File: config.mk
export PLATFORM = sky130hd
export DESIGN_NAME = move_scheduler_flat
export DESIGN_NICKNAME = d
export VERILOG_FILES = /design/src/rtl/move_scheduler_pkg.sv /design/src/rtl/move_scheduler_if.sv /design/src/rtl/move_tick_counter.sv /design/src/rtl/move_scheduler.sv /design/src/flat_wrapper.sv
export SDC_FILE = /design/constraint.sdc
export NUM_CORES = 1
export LEC_CHECK = 0
export ABC_AREA = 1
export ABC_CLOCK_PERIOD_IN_PS = 8150
export BUFFER_PORTS_ARGS = -buffer_cell sky130_fd_sc_hd__buf_2
export CAP_MARGIN = 20
export CORE_MARGIN = 3
export CORE_UTILIZATION = 48
export DETAILED_ROUTE_END_ITERATION = 7
export PLACE_DENSITY = 0.73
export SYNTH_ARGS = -nofsm -noshare
export SYNTH_HDL_FRONTEND = slang
export SYNTH_SLANG_ARGS = --single-unit
export TNS_END_PERCENT = 100
File: constraint.sdc
create_clock -name clk -period 8.15 [get_ports clk]
set_input_delay 1.2225 -clock clk [delete_from_list [all_inputs] [get_ports clk]]
set_output_delay 1.2225 -clock clk [all_outputs]
set_load 0.02 [all_outputs]
File: src/rtl/move_scheduler_pkg.sv
// Direction codes, reversal helper and scheduler state encoding shared with the game-state controller.
// Pure definitions: no latency, no backpressure.
package move_scheduler_pkg;

  typedef enum logic [2:0] {
    DIR_NONE  = 3'd0,
    DIR_UP    = 3'd1,
    DIR_DOWN  = 3'd2,
    DIR_LEFT  = 3'd3,
    DIR_RIGHT = 3'd4
  } dir_t;

  typedef enum logic [1:0] {
    IDLE      = 2'd0,
    WAIT_TICK = 2'd1,
    REQ       = 2'd2,
    OVER      = 2'd3
  } sched_state_t;

  localparam int PERIOD_W = 32;

  function automatic logic [2:0] opposite_dir(input logic [2:0] d);
    case (d)
      DIR_UP:    opposite_dir = DIR_DOWN;
      DIR_DOWN:  opposite_dir = DIR_UP;
      DIR_LEFT:  opposite_dir = DIR_RIGHT;
      DIR_RIGHT: opposite_dir = DIR_LEFT;
      default:   opposite_dir = DIR_NONE;
    endcase
  endfunction

endpackage

File: src/rtl/move_scheduler_if.sv
// Controller/core-facing signals of the move scheduler; master = scheduler, slave = controller and core.
// Step handshake: step_req holds until step_ack, so the core may stall indefinitely.
interface move_scheduler_if #(
  parameter int XW = 6,
  parameter int YW = 5
);
  logic [2:0]    dir;
  logic          game_run;
  logic          game_reset_pulse;
  logic          step_ack;
  logic          hit_self;
  logic          step_req;
  logic [XW-1:0] head_x;
  logic [YW-1:0] head_y;
  logic [2:0]    cur_dir;
  logic          game_over;
  logic [15:0]   move_count;

  modport master (
    input  dir, game_run, game_reset_pulse, step_ack, hit_self,
    output step_req, head_x, head_y, cur_dir, game_over, move_count
  );

  modport slave (
    output dir, game_run, game_reset_pulse, step_ack, hit_self,
    input  step_req, head_x, head_y, cur_dir, game_over, move_count
  );
endinterface

File: src/rtl/move_tick_counter.sv
// Move-tick counter: tick is a combinational 1-clk pulse in the cycle the count reaches period-1.
// Holds while enable is low (pause); clear forces the count back to 0.
module move_tick_counter
  import move_scheduler_pkg::*;
#(
  parameter int PW = PERIOD_W
) (
  input  logic          clk,
  input  logic          rst,
  input  logic          enable,
  input  logic          clear,
  input  logic [PW-1:0] period,
  output logic          tick
);
  logic [PW-1:0] cnt;

  // >= keeps the counter safe if the period ever shrinks below the running count
  assign tick = enable && !clear && (cnt >= period - 1'b1);

  always_ff @(posedge clk or posedge rst) begin
    if (rst)         cnt <= '0;
    else if (clear)  cnt <= '0;
    else if (enable) cnt <= tick ? '0 : cnt + 1'b1;
  end
endmodule

File: src/rtl/move_scheduler.sv
// Snake move scheduler: one head step per tick, step_req/step_ack handshake, wall/self collision; step_req
// rises on the edge ending the period-th counted cycle and holds until step_ack. MOVE_SPEEDUP_EN shortens the period.
module move_scheduler
  import move_scheduler_pkg::*;
#(
  parameter int GRID_W   = 40,
  parameter int GRID_H   = 30,
  parameter int XW       = 6,
  parameter int YW       = 5,
  parameter int TICK_DIV = 12500000,
  parameter int START_X  = 20,
  parameter int START_Y  = 15
) (
  input logic             clk,
  input logic             rst,
  move_scheduler_if.master bus
);
  localparam logic [XW-1:0]       X0          = XW'(START_X);
  localparam logic [YW-1:0]       Y0          = YW'(START_Y);
  localparam logic [XW-1:0]       X_MAX       = XW'(GRID_W - 1);
  localparam logic [YW-1:0]       Y_MAX       = YW'(GRID_H - 1);
  localparam logic [PERIOD_W-1:0] BASE_PERIOD = PERIOD_W'(TICK_DIV);

  sched_state_t        state;
  logic                step_req, game_over;
  logic [XW-1:0]       head_x, nxt_x;
  logic [YW-1:0]       head_y, nxt_y;
  logic [2:0]          cur_dir, eff_dir;
  logic [15:0]         move_count;
  logic [PERIOD_W-1:0] period;
  logic                tick, wall, dir_ok;

  move_tick_counter #(.PW(PERIOD_W)) u_tick (
    .clk    (clk),
    .rst    (rst),
    .enable (state == WAIT_TICK && bus.game_run),
    .clear  (bus.game_reset_pulse || state != WAIT_TICK),
    .period (period),
    .tick   (tick)
  );

  // Bounds are tested before the +/-1 so an out-of-grid head never forms.
  always_comb begin
    dir_ok  = (bus.dir != DIR_NONE) && (bus.dir <= DIR_RIGHT) &&
              (cur_dir == DIR_NONE || bus.dir != opposite_dir(cur_dir));
    eff_dir = dir_ok ? bus.dir : cur_dir;
    nxt_x   = head_x;
    nxt_y   = head_y;
    wall    = 1'b0;
    case (eff_dir)
      DIR_UP:    if (head_y == '0)    wall = 1'b1; else nxt_y = head_y - 1'b1;
      DIR_DOWN:  if (head_y == Y_MAX) wall = 1'b1; else nxt_y = head_y + 1'b1;
      DIR_LEFT:  if (head_x == '0)    wall = 1'b1; else nxt_x = head_x - 1'b1;
      DIR_RIGHT: if (head_x == X_MAX) wall = 1'b1; else nxt_x = head_x + 1'b1;
      default: ;
    endcase
  end

`ifdef MOVE_SPEEDUP_EN
  localparam logic [PERIOD_W-1:0] STEP_DEC   = PERIOD_W'(TICK_DIV / 16);
  localparam logic [PERIOD_W-1:0] MIN_PERIOD = PERIOD_W'(TICK_DIV / 4);

  // The 8th, 16th, ... completed step shortens the tick period down to the floor.
  always_ff @(posedge clk or posedge rst) begin
    if (rst)
      period <= BASE_PERIOD;
    else if (bus.game_reset_pulse)
      period <= BASE_PERIOD;
    else if (state == REQ && bus.step_ack && move_count[2:0] == 3'd7 && move_count != 16'hFFFF)
      period <= (period - MIN_PERIOD >= STEP_DEC) ? period - STEP_DEC : MIN_PERIOD;
  end
`else
  assign period = BASE_PERIOD;
`endif

  always_ff @(posedge clk or posedge rst) begin
    if (rst) begin
      state <= IDLE; head_x <= X0; head_y <= Y0; cur_dir <= DIR_NONE;
      step_req <= 1'b0; game_over <= 1'b0; move_count <= '0;
    end else if (bus.game_reset_pulse) begin
      state <= IDLE; head_x <= X0; head_y <= Y0; cur_dir <= DIR_NONE;
      step_req <= 1'b0; game_over <= 1'b0; move_count <= '0;
    end else begin
      case (state)
        IDLE:
          if (bus.game_run && bus.dir != DIR_NONE) state <= WAIT_TICK;
        WAIT_TICK:
          if (tick && eff_dir != DIR_NONE) begin
            if (wall) begin
              state     <= OVER;
              game_over <= 1'b1;
            end else begin
              head_x   <= nxt_x;
              head_y   <= nxt_y;
              cur_dir  <= eff_dir;
              step_req <= 1'b1;
              state    <= REQ;
            end
          end
        REQ:
          if (bus.step_ack) begin
            step_req <= 1'b0;
            if (move_count != 16'hFFFF) move_count <= move_count + 1'b1;
            if (bus.hit_self) begin
              state     <= OVER;
              game_over <= 1'b1;
            end else begin
              state <= WAIT_TICK;
            end
          end
        default: ;
      endcase
    end
  end

  assign bus.step_req   = step_req;
  assign bus.head_x     = head_x;
  assign bus.head_y     = head_y;
  assign bus.cur_dir    = cur_dir;
  assign bus.game_over  = game_over;
  assign bus.move_count = move_count;
endmodule

File: src/flat_wrapper.sv
// flat-port wrapper written by rule: the top's interface ports become plain ports
module move_scheduler_flat import move_scheduler_pkg::*;
#(
  parameter int GRID_W   = 40,
  parameter int GRID_H   = 30,
  parameter int XW       = 6,
  parameter int YW       = 5,
  parameter int TICK_DIV = 12500000,
  parameter int START_X  = 20,
  parameter int START_Y  = 15
)
  (clk, rst, bus_dir, bus_game_run, bus_game_reset_pulse, bus_step_ack, bus_hit_self, bus_step_req, bus_head_x, bus_head_y, bus_cur_dir, bus_game_over, bus_move_count);
  move_scheduler_if #(.XW(XW), .YW(YW)) bus_i ();
  input logic clk;
  input logic rst;
  input wire logic [$bits(bus_i.dir)-1:0] bus_dir;
  input wire logic [$bits(bus_i.game_run)-1:0] bus_game_run;
  input wire logic [$bits(bus_i.game_reset_pulse)-1:0] bus_game_reset_pulse;
  input wire logic [$bits(bus_i.step_ack)-1:0] bus_step_ack;
  input wire logic [$bits(bus_i.hit_self)-1:0] bus_hit_self;
  output wire logic [$bits(bus_i.step_req)-1:0] bus_step_req;
  output wire logic [$bits(bus_i.head_x)-1:0] bus_head_x;
  output wire logic [$bits(bus_i.head_y)-1:0] bus_head_y;
  output wire logic [$bits(bus_i.cur_dir)-1:0] bus_cur_dir;
  output wire logic [$bits(bus_i.game_over)-1:0] bus_game_over;
  output wire logic [$bits(bus_i.move_count)-1:0] bus_move_count;
  assign bus_i.dir = bus_dir;
  assign bus_i.game_run = bus_game_run;
  assign bus_i.game_reset_pulse = bus_game_reset_pulse;
  assign bus_i.step_ack = bus_step_ack;
  assign bus_i.hit_self = bus_hit_self;
  assign bus_step_req = bus_i.step_req;
  assign bus_head_x = bus_i.head_x;
  assign bus_head_y = bus_i.head_y;
  assign bus_cur_dir = bus_i.cur_dir;
  assign bus_game_over = bus_i.game_over;
  assign bus_move_count = bus_i.move_count;
  move_scheduler #(.GRID_W(GRID_W), .GRID_H(GRID_H), .XW(XW), .YW(YW), .TICK_DIV(TICK_DIV), .START_X(START_X), .START_Y(START_Y)) u_core (.clk(clk), .rst(rst), .bus(bus_i));
endmodule
==> flow_summary_export.csv <==
group,metric,value,unit
setup_path,crit_path_cell_trace,"buf_2 -> inv_1 -> nand3_1 -> nand3_1 -> nand2_1 -> nand3_2 -> nand2_2 -> nand2_1 -> nand2_4 -> nor2_4 -> nand2_1 -> ha_1 -> nand3_1 -> nand3_1 -> nand2_1 -> nand2_1 -> a21oi_1 -> xor2_1 -> xor2_1 -> nand4_1 -> o21ai_1",
clock_network,cts_sinks,66,
global_route,gr-total-overflow,0,
setup_path,crit_path_start,"bus_dir[2]",
die,pin_count,41,
route,highest_layer,"met4",
yosys,syn_nets,568,
final_layout,num_antenna_cells,0,
setup_path,crit_required,8.42,ns
setup_path,end_kind,"register",
sta,slew_viol_final,0,
global_route,track_usage,19.4,%
clock_network,root_buffer,"clkbuf_8",
run,max_cap_violations,0,
min_path,hp-class,"reg -> reg",
yosys,synth.top_cells.by_count,"105 x nand2_1, 87 x inv_1, 62 x nor2_1, 60 x dfrtp_1, 47 x nand3_1",
clock_network,clk_pin_slew,0.08,ns
setup_path,timing.rr.end,"u_core.bus.head_x[5]",
clock_network,cts_htree_levels,3,
yosys,synth-edff-count,0,
route,wl_met1,4.17,mm
clock_network,insertion_delay,0.34,ns
sta,rsz0062_at_grt,"no",
setup_path,cp.depth,21,
setup_path,reg2reg_from,"u_core.bus.cur_dir[0]",
setup_path,critPathMaxFanout,6,
final_layout,nets,613,
route,routed_via_density,5.26,
sta,hold_viol_final,0,
yosys,synth_warnings,0,
die,die_w,98.2,um
clock_network,clockBufferDepth,2,
die,core,7970,sq um
yosys,yosysSeqAreaShare,40.7,%
min_path,min_from,"u_core.u_tick.cnt[28]",
sta,worstMarginPinSlew,0.854,ns
sta,finClkSkew,0.0135,ns
setup_path,crit_slowest_cell,"ha_1",
die,die_h,98.2,um
yosys,netlist.area_leader.share,36.8,%
setup_path,crit_top_cell,"nand2_1",
setup_path,cp_num_buf_inv,2,
yosys,syn_avg_cell_area,7.47,sq um
die,start_util,51.2,%
yosys,yosys.area.top_type,"dfrtp_1",
power,ir_drop,0.000115,V
die,rows,32,
global_route,grt_pass1_wl,15.7,mm
sta,layout_min_cycle_time,3.53,ns
power,powerDensity,176,nW/um^2
route,drc,0,
route,wl_per_cell,12.9,um
setup_path,cp_slowest_stage_delay,0.39,ns
yosys,synthCells,546,
placed_design,dp_hpwl,6.44,mm
sta,setup-tns-final,0,ns
setup_path,start_kind,"input pin",
clock_network,cts_resized,0,
route,wirelength,9.04,mm
yosys,synthFlopType,"dfrtp_1",
clock_network,postCtsSetupBuffers,0,
sta,setup_violations,0,
route,drtPass1Iterations,6,
sta,relSlewSlack,42.9,%
yosys,syn_area,4080,sq um
setup_path,path_delay_family,"simple AND/OR/NAND/NOR gates",
power,leakage,2.22,nW
outcome,run_status,"complete, no violations",
sta,whs,0.499,ns
placed_design,port_buffers,40,
clock_network,hold_buffers,0,
route,dr_wl_met3,317,um
yosys,synth_area_leaders,"dfrtp_1 37%, nand2_1 9.7%, inv_1 8.0%, nand3_1 5.8%, nor2_1 5.7%",
route,vias,3672,
final_layout,drive_gt1_share,15.4,%
yosys,synth.most_common_cell,"nand2_1",
die,die_area,9640,sq um
global_route,antenna_found_initial,0,
route,ant_nets,0,
setup_path,cp_data_arrival_time,3.80,ns
route,first_iter_violations,166,
final_layout,fill_cells,750,
setup_path,r2r_setup_slack,5.20,ns
sta,maxClockFrequency,0.284,GHz
global_route,grt_max_degree,67,
global_route,first_global_vias,3613,
yosys,async_flop_share,100,%
yosys,yosysUniqueCellTypes,38,
setup_path,worst-r2r-cell-count,19,
placed_design,routabilityCongestion,0.863,
yosys,synth_seq_cells,66,
setup_path,worstSetupPathType,"in -> reg",
final_layout,areaGrowthSynthToFinish,13.0,%
clock_network,cts_tree,"done",
clock_network,cts_made_buffers,9,
route,wl_met2,4.44,mm
setup_path,crit_path_end,"u_core.bus.head_x[5]",
sta,fin_crit_sh,43.3,%
[where the power goes]
group	total [mW]	internal (mW)	switching [mW]
sequential	0.351	0.341	0.0101
clock	0.306	0.172	0.135
combinational	0.154	0.0492	0.105
[sequential cells by signal, summed over array words and instances (netlist names)]
name                   cells
u_core.bus.head_y          5
u_core.bus.move_count     16
u_core.bus.step_req        1
u_core.bus.cur_dir         3
u_core.bus.game_over       1
u_core.u_tick.cnt         32
u_core.state               2
u_core.bus.head_x          6
[placed cells by master (no fill, tap or decap), types with 6 or more instances in the layout]
cell type,synthesis,final
xor2_1,18,18
inv_2,6,7
o22ai_1,11,11
nor2_1,62,62
a21oi_1,16,16
buf_2,0,40
dfrtp_1,60,60
nand4_1,18,18
o21ai_1,9,9
o21ai_0,24,24
dfstp_2,6,6
nand3_1,47,47
clkbuf_8,0,9
nor3_1,16,16
ha_1,12,12
inv_1,87,86
nand2_1,105,105
[how the worst min path moves through the flow]
| stage | slack (ns) | cells past startpoint | to |
|---|---|---|---|
| final | 0.50 | 2 | u_core.u_tick.cnt[28] |
| after CTS | 0.50 | 2 | u_core.bus.step_req |
| after detailed placement | 0.48 | 2 | u_core.bus.step_req |
| after floorplan | 0.47 | 2 | u_core.u_tick.cnt[27] |
| after global routing | 0.51 | 2 | u_core.u_tick.cnt[29] |
| after global placement | 0.48 | 2 | u_core.bus.step_req |
[routing by layer]
| metal | track usage (%) | vias to the layer above |
|---|---|---|
| met5 | 0 | - |
| met4 | 6.20 | 0 |
| met3 | 4.64 | 11 |
| met2 | 33.4 | 76 |
| met1 | 24.2 | 1723 |
| li1 | - | 1862 |
[per-stage QoR]
stage	util, %	setup WS [ns]	power (mW)	instance area [sq um]	instances
2_1_floorplan	-	4.66	0.472	4080	546
3_5_place_dp	55.1	4.28	0.512	4390	682
6_report	57.9	4.62	0.812	4610	698
4_1_cts	57.9	4.64	0.820	4610	698
3_3_place_gp	55.1	4.46	0.507	4390	682
5_1_grt	57.9	4.38	0.858	4610	698
[cells by family (layout without fill, tap and decap cells)]
| logic type | after synthesis | in the layout | synth area share, % |
|---|---|---|---|
| AOI/OAI and AO/OA | 68 | 68 | 9.38 |
| xor gates and xnor gates | 21 | 21 | 4.51 |
| adders and majority gates | 13 | 13 | 4.17 |
| buffers and inverters | 101 | 151 | 9.29 |
| DFF | 66 | 66 | 40.7 |
| muxes | 1 | 1 | 0.245 |
| and+or+nand+nor | 276 | 276 | 31.7 |
[layout make-up]
class                   count  area [sq um]  area share [%]
multi-input cells         379          2040            44.3
well taps                 102           128            2.77
inverters                  93           349            7.57
clock inverters             7          93.8            2.04
clock buffers               9           124            2.69
flip-flops and latches     66          1660            36.0
repair buffers             42           215            4.67
[worst register-to-register path, delay by kind of cell, from the launching register on]
family / cells / cell delay, ns
XOR/XNOR: 2 / 0.34
AO/OA/AOI/OAI: 3 / 0.41
AND/OR/NAND/NOR: 12 / 1.31
buffers and inverters: 1 / 0.06
adder cells (fa/ha/maj): 1 / 0.33
flip-flops: 1 / 0.44
Note: power is estimated with default switching activity, not from simulation.
